[config.mk]
export PLATFORM = sky130hd
export DESIGN_NAME = lcd_picture_blit
export DESIGN_NICKNAME = d
export VERILOG_FILES = /design/src/rtl/lcd_picture_blit.sv
export SDC_FILE = /design/constraint.sdc
export NUM_CORES = 1
export LEC_CHECK = 0
export ABC_AREA = 1
export BUFFER_PORTS_ARGS = -buffer_cell sky130_fd_sc_hd__buf_2
export CAP_MARGIN = 20
export CORE_MARGIN = 8
export CORE_UTILIZATION = 60
export DETAILED_ROUTE_END_ITERATION = 8
export PLACE_DENSITY = 0.9
export SYNTH_ARGS = -nofsm -noshare
export SYNTH_HDL_FRONTEND = slang
export SYNTH_SLANG_ARGS = --single-unit
[constraint.sdc]
create_clock -name clk -period 6.6 [get_ports clk]
set_input_delay 0.99 -clock clk [delete_from_list [all_inputs] [get_ports clk]]
set_output_delay 0.99 -clock clk [all_outputs]
set_load 0.005 [all_outputs]
[src/rtl/lcd_picture_blit.sv]
`timescale 1ns/1ps
`default_nettype none
// +--------------------------------------------------------------------------+
// | lcd_picture_blit: ILI9486 CASET/PASET/RAMWR header, then a w x h RAM blit |
// | Revision: 1.0                                                            |
// +--------------------------------------------------------------------------+
module lcd_picture_blit #(
  parameter int ADDR_W = 16,
  parameter int DATA_W = 24,
  parameter int RD_LAT = 1,
  parameter int OUT565 = 0
) (
  input  logic              clk,
  input  logic              rst_n,
  input  logic              i_start,
  input  logic              i_abort,
  input  logic [15:0]       i_x,
  input  logic [15:0]       i_y,
  input  logic [15:0]       i_w,
  input  logic [15:0]       i_h,
  input  logic [ADDR_W-1:0] i_base_addr,
  input  logic [ADDR_W-1:0] i_stride,
  output logic [ADDR_W-1:0] o_ram_addr,
  output logic              o_ram_rd_en,
  input  logic [DATA_W-1:0] i_ram_data,
  output logic [DATA_W-1:0] o_lcd_data,
  output logic              o_lcd_dc,
  output logic              o_lcd_valid,
  input  logic              i_lcd_ready,
  output logic              o_busy,
  output logic              o_done
);

  typedef enum logic [2:0] {
    S_IDLE = 3'd0,
    S_CMD  = 3'd1,
    S_RD   = 3'd2,
    S_WT   = 3'd3,
    S_PX   = 3'd4,
    S_FIN  = 3'd5
  } state_t;

  state_t            r_state;
  state_t            w_next;
  logic [15:0]       r_x;
  logic [15:0]       r_y;
  logic [15:0]       r_w;
  logic [15:0]       r_h;
  logic [15:0]       r_col;
  logic [15:0]       r_row;
  logic [ADDR_W-1:0] r_stride;
  logic [ADDR_W-1:0] r_row_base;
  logic [3:0]        r_idx;
  logic [2:0]        r_wt;
  logic [DATA_W-1:0] r_pix;

  logic [DATA_W-1:0] w_pix_in;
  logic [DATA_W-1:0] w_cmd_word;
  logic [7:0]        w_cmd_byte;
  logic              w_cmd_dc;
  logic [15:0]       w_xe;
  logic [15:0]       w_ye;
  logic              w_start_ok;
  logic              w_hs;
  logic              w_last_col;
  logic              w_last_row;
  logic              w_cmd_last;
  logic              w_wt_done;

  assign w_start_ok = (r_state == S_IDLE) & i_start & ~i_abort;
  assign w_hs       = o_lcd_valid & i_lcd_ready;
  assign w_last_col = (r_col == r_w - 16'd1);
  assign w_last_row = (r_row == r_h - 16'd1);
  assign w_cmd_last = (r_idx == 4'd10);
  assign w_wt_done  = (r_wt == 3'(RD_LAT));
  assign w_xe       = r_x + r_w - 16'd1;
  assign w_ye       = r_y + r_h - 16'd1;

  // Header word sequence, indexed by handshake count within S_CMD.
  always_comb begin
    w_cmd_byte = 8'h00;
    w_cmd_dc   = 1'b1;
    case (r_idx)
      4'd0:  begin w_cmd_byte = 8'h2A; w_cmd_dc = 1'b0; end
      4'd1:  w_cmd_byte = r_x[15:8];
      4'd2:  w_cmd_byte = r_x[7:0];
      4'd3:  w_cmd_byte = w_xe[15:8];
      4'd4:  w_cmd_byte = w_xe[7:0];
      4'd5:  begin w_cmd_byte = 8'h2B; w_cmd_dc = 1'b0; end
      4'd6:  w_cmd_byte = r_y[15:8];
      4'd7:  w_cmd_byte = r_y[7:0];
      4'd8:  w_cmd_byte = w_ye[15:8];
      4'd9:  w_cmd_byte = w_ye[7:0];
      4'd10: begin w_cmd_byte = 8'h2C; w_cmd_dc = 1'b0; end
      default: begin w_cmd_byte = 8'h00; w_cmd_dc = 1'b1; end
    endcase
  end

  assign w_cmd_word = {{(DATA_W-8){1'b0}}, w_cmd_byte};

  generate
    if (OUT565 != 0) begin : g_pack565
      logic [23:0] w_rgb;
      assign w_rgb    = 24'(i_ram_data);
      assign w_pix_in = DATA_W'({w_rgb[23:19], w_rgb[15:10], w_rgb[7:3]});
    end else begin : g_pass
      assign w_pix_in = i_ram_data;
    end
  endgenerate

  always_ff @(posedge clk or negedge rst_n) begin
    if (!rst_n) begin
      r_state <= S_IDLE;
    end else begin
      r_state <= w_next;
    end
  end

  always_comb begin
    w_next      = r_state;
    o_lcd_valid = 1'b0;
    o_lcd_dc    = 1'b0;
    o_lcd_data  = r_pix;
    o_ram_rd_en = 1'b0;
    o_ram_addr  = '0;
    o_busy      = 1'b0;
    o_done      = 1'b0;
    case (r_state)
      S_IDLE: begin
        if (w_start_ok) begin
          w_next = ((i_w == 16'd0) || (i_h == 16'd0)) ? S_FIN : S_CMD;
        end
      end
      S_CMD: begin
        o_busy      = 1'b1;
        o_lcd_valid = 1'b1;
        o_lcd_dc    = w_cmd_dc;
        o_lcd_data  = w_cmd_word;
        if (w_hs && w_cmd_last) w_next = S_RD;
      end
      S_RD: begin
        o_busy      = 1'b1;
        o_ram_rd_en = 1'b1;
        o_ram_addr  = r_row_base + ADDR_W'(r_col);
        w_next      = S_WT;
      end
      S_WT: begin
        o_busy = 1'b1;
        if (w_wt_done) w_next = S_PX;
      end
      S_PX: begin
        o_busy      = 1'b1;
        o_lcd_valid = 1'b1;
        o_lcd_dc    = 1'b1;
        if (w_hs) w_next = (w_last_col && w_last_row) ? S_FIN : S_RD;
      end
      S_FIN: begin
        o_done = 1'b1;
        w_next = S_IDLE;
      end
      default: w_next = S_IDLE;
    endcase
    // Abort overrides everything; any read in flight is simply never captured.
    if (i_abort && (r_state != S_IDLE)) w_next = S_IDLE;
  end

  always_ff @(posedge clk or negedge rst_n) begin
    if (!rst_n) begin
      r_x        <= '0;
      r_y        <= '0;
      r_w        <= '0;
      r_h        <= '0;
      r_col      <= '0;
      r_row      <= '0;
      r_stride   <= '0;
      r_row_base <= '0;
      r_idx      <= '0;
      r_wt       <= '0;
      r_pix      <= '0;
    end else begin
      if (w_start_ok) begin
        r_x        <= i_x;
        r_y        <= i_y;
        r_w        <= i_w;
        r_h        <= i_h;
        r_stride   <= i_stride;
        r_row_base <= i_base_addr;
        r_col      <= '0;
        r_row      <= '0;
        r_idx      <= '0;
        r_wt       <= '0;
      end
      if ((r_state == S_CMD) && w_hs) r_idx <= r_idx + 4'd1;
      if (r_state == S_RD) begin
        r_wt <= 3'd1;
      end else if (r_state == S_WT) begin
        r_wt <= r_wt + 3'd1;
      end
      if ((r_state == S_WT) && w_wt_done) r_pix <= w_pix_in;
      if ((r_state == S_PX) && w_hs && !i_abort) begin
        if (w_last_col) begin
          r_col      <= '0;
          r_row      <= r_row + 16'd1;
          r_row_base <= r_row_base + r_stride;
        end else begin
          r_col <= r_col + 16'd1;
        end
      end
    end
  end

endmodule
`default_nettype wire

Word level (Yosys, flattened, before mapping) --
Cells that the tools add are included. W data, S select, Z words.
Storage, ports and cells: register bits after elaboration 162, output and inout bits 45, bits of input ports 125, logic and storage cells 102
Operators by class: equality and inequality tests 22, reductions and logical operators 21, muxes and demuxes 31, bitwise operators 4, add/subtract/negate cells 12
Operator list (count):
- $mux W16 | 10
- $pmux W8 S11 | 1
- $add A16 B16 Y16 | 4
- $sub A16 B1 Y16 const B | 4
- $add A16 B1 Y16 const B | 2
- $eq A16 B16 Y1 | 2
- $logic_not A16 Y1 | 2
- $mux W3 | 10
- $mux W24 | 1
- $eq A4 B3 Y1 const B | 4
- $pmux W3 S5 | 1
- $eq A4 B4 Y1 const B | 3
- $ne A3 B3 Y1 const B | 3
- $eq A4 B2 Y1 const B | 2
- $mux W4 | 2
- $logic_and A1 B1 Y1 | 7
- $eq A3 B1 Y1 const B | 2
- $eq A3 B2 Y1 const B | 2
- $eq A3 B3 Y1 const B | 2
- $reduce_bool A3 Y1 | 2
- $mux W1 | 5
- $add A4 B1 Y4 const B | 1
- $eq A4 B1 Y1 const B | 1
- $logic_not A4 Y1 | 1
- 13 further kinds | 16

Logic depth before layout (Yosys ltp) --
depth in word-level cells 8, depth in mapped cells 17, depth with buffers taken out 17

Worst setup path before layout --
No wires, ideal clock.
path type flip-flop to output port, start point register r_w[3], end point output o_lcd_data[4], path buffers 0, cell stages (with the launch flop) 17, required time 5.610 ns, arrival time 2.122 ns, setup slack 3.488 ns, path through dfrtp_1 inv_1 ha_1 inv_1 ha_1 nand2_1 o21ai_0 nand2_1 nand2_1 nand2_1 nand2_1 a21o_1 nand2_1 nand2_1 nor2_1 o21ai_0 nand2_1
Between the ends: longest elaborated chain between the ends 4
RTL lines:
- start, declared | line 47 | logic [15:0] r_w;
- start signal, assigned | line 184 | r_w <= i_w;
- $add A16 B16 Y16 | line 76 | assign w_xe = r_x + r_w - 16'd1;
- $sub A16 B1 Y16 | line 76
- $pmux W8 S11 | line 83 | case (r_idx)
- $mux W24 | line 128 | case (r_state)
- end, declared | line 26 | output logic [DATA_W-1:0] o_lcd_data,
Every way passes these cells.

Worst setup path after layout --
Ends and elaborated chain as after synthesis.

==> flow_summary.yaml <==
placed_design:
  gp_congestion: 0.947
  pre_cts_ws_ps: 2930
  hpwl_um: 29300
  io_buffers: 169
  placed_cells: 2271
clocking:
  hold_buffers: 0
  clk_path_buf_depth: 2
  path_clk_slew_ps: 60
  cts_resized: 0
  cts_setup_buffers: 0
  cts.sinks: 162
  cts_tree: "done"
  root_buffer: "clkbuf_16"
  cts_buffers: 17
  htreeDepth: 4
  clock_latency_ps: 440
worst_setup_path:
  crit_chain: "inv_1 > ha_1 > inv_1 > ha_1 > a21oi_1 > o21ai_0 > nand2_1 > nand2_1 > nand2_1 > nand2_1 > a21o_1 > nand2_1 > nand2_1 > nor2_1 > o21ai_0 > nand2_1 > buf_2"
  crit_required_ps: 5610
  crit_path_top_delay_cell: "dfrtp_1"
  crit_start: "r_w[3]$_DFFE_PN0P_"
  path_common_cell: "nand2_1"
  start_kind: "register"
  critical-path-top-delay-family: "simple AND/OR/NAND/NOR gates"
  crit_fanout: 6
  worst_ep_arrival_time_ps: 3180
  endpoint_kind: "primary output"
  max_stage_delay_ps: 420
  crit_type: "reg2out"
  critPathBufInv: 3
  regToRegStartpoint: "r_w[0]$_DFFE_PN0P_"
floorplanning:
  io-pin-count: 170
  die_h_um: 164
  coreArea_um2: 21600
  initial_utilization_pct: 60.7
  die-area_um2: 26900
  rows: 54
  dieWidth_um: 164
finish:
  syn2layout_area_growth_pct: 12.1
  final_layout_size_suffix_gt1_share_pct: 14.9
  diodes: 0
  fin_nets: 2238
  final_cells: 2304
routing:
  drt-total-wl_um: 37700
  drc_errors: 0
  drtIter0Drc: 1113
  first_pass_iters: 8
  vias_per_cell: 5.59
  ant_nets: 0
  routedWlPerCell_um: 16.4
  num_vias: 12876
flow_run:
  cap_violations: 0
global_route:
  grt_max_degree: 96
  grt_pass1_wl_um: 60800
  antenna_found_initial: 0
  grtUsageMet1_pct: 35.8
  grt_pass1_vias: 12411
  grt-ovfl-total: 0
  grt_usage_pct: 28.2
  use_met2_pct: 47.5
  busiest_layer: "met2"
  met3_usage_pct: 5.49
outcome:
  status: "finished clean"
timing:
  rsz0062_at_grt: "false"
  max_slew_margin_pct: 35.0
  setup_slack_ps: 2430
  fin_crit_sh_pct: 63.2
  skew_ps: 11.5
  setup_viol: 0
  finalHoldViolations: 0
  tns_ps: 0
  period_minus_slack_ps: 4170
  worst-slew-pin-transition_ps: 969
  holdWs_ps: 492
  fmax_mhz: 240
  slew_violations: 0
logic_synthesis:
  synth_edf_count: 0
  synth_flop_cell: "dfrtp_1"
  syn_inst: 1864
  synth_nets: 2091
  async_reset_ff_share_pct: 100
  yosysUniqueCellTypes: 57
  yosysSeqAreaShare_pct: 30.9
  yosysWarnings: 0
  syn_area_per_cell_um2: 7.04
  synth-seq-cells: 162
  syn_area_um2: 13100
power_and_ir_drop:
  power_uw: 7410
  powerDensity_nw_per_um2: 504
  power_leakage_uw: 0.00797
  ir_worst_vdd_v: 0.000244
worst_hold_path:
  hp-class: "reg2reg"
  hp-start: "r_stride[0]$_DFFE_PN0P_"
[cell type report]
cell class	count	area (um^2)
flip-flops and latches	162	4050
clock inverters	10	101
repair buffers	175	897
well taps	280	350
fillers	1846	6910
multi-input cells	1370	7770
clock buffers	22	474
inverters	285	1070
[per-stage QoR]
step | utilization [%] | area (um^2)
detailed placement | 65.4 | 14100
floorplan | - | 13100
finish | 68.1 | 14700
global placement | 65.4 | 14100
CTS | 68.0 | 14700
global route | 68.1 | 14700
[state kept, by name (all words and copies together), names as in the netlist]
signal	flops
r_h	16
r_col	16
r_y	16
r_idx	4
r_pix	24
r_wt	3
r_row	16
r_x	16
r_w	16
r_state	3
r_row_base	16
r_stride	16
[cell families after synthesis]
logic type	after synthesis	synth area share, %
and+or+nand+nor	891	29.4
buffers and inverters	332	9.97
AOI/OAI and AO/OA	271	11.8
DFF	162	30.9
adders and majority gates	102	9.95
xor gates and xnor gates	82	5.90
muxes	24	2.06
[report_power, final]
part	internal [uW]	switching [uW]	total (uW)
Sequential	1360	337	1700
Clock	552	431	983
Combinational	1770	2960	4730
[cell usage after synthesis, types with 24 or more instances]
cell        n  share of area [%]
xnor2_1    25                1.7
clkbuf_1   29               0.83
inv_1     279                8.0
o21ai_0   118                4.5
ha_1       98                9.3
dfrtp_1   162                 31
nor3_1     24               0.92
xor2_1     52                3.5
mux2_2     24                2.1
nand3_1    94                3.6
nand2_1   530                 15
nand4_1    46                2.2
nor2_1    133                3.8
a21oi_1    72                2.7
[cells in the final DEF, fill, tap and decap left out, types with 5 or more instances in the layout]
cell         n
mux2_2      24
a21oi_1     72
nor3_1      24
nand2_1    530
o21ai_0    118
dfrtp_1    162
nand3_1     94
xor2_1      52
a21o_1      12
buf_4        6
nand4_1     46
buf_2      168
nand3_2      5
o21ai_1     11
nor2_4       5
nor2_2       6
nand2_2     19
inv_1      279
o22ai_1     10
o21ai_2     16
xnor2_1     25
clkbuf_16   17
o21bai_1     8
nor2_1     133
or2_2        8
ha_1        98
nor4_1       8
[metal layers]
| layer | vias to the layer above | part of all wire, % |
|---|---|---|
| met5 | - | 0 |
| met4 | 0 | 2.4 |
| met3 | 79 | 8.0 |
| met2 | 491 | 47 |
| met1 | 6022 | 42 |
| li1 | 6284 | - |
[tightest hold or removal path, stage by stage, from the launching register on]
cell	delay, ps
dfrtp_1	350
nand2_1	60
nand2_1	50
[path summary, 6_finish.rpt]
kind | endpoint | slack, ps | depth (start not counted)
hold reg to reg | r_stride[0]$_DFFE_PN0P_ | 490 | 2
setup reg to reg | r_row_base[1]$_DFF_PN0_ | 3520 | 13
min in group asynchronous | r_y[13]$_DFFE_PN0P_ | 620 | 1
max in group asynchronous | r_w[2]$_DFFE_PN0P_ | 4510 | 2
hold / removal | r_stride[0]$_DFFE_PN0P_ | 490 | 2
setup / recovery | o_lcd_data[4] | 2430 | 17
No activity file was read; power rests on OpenSTA's default activity.
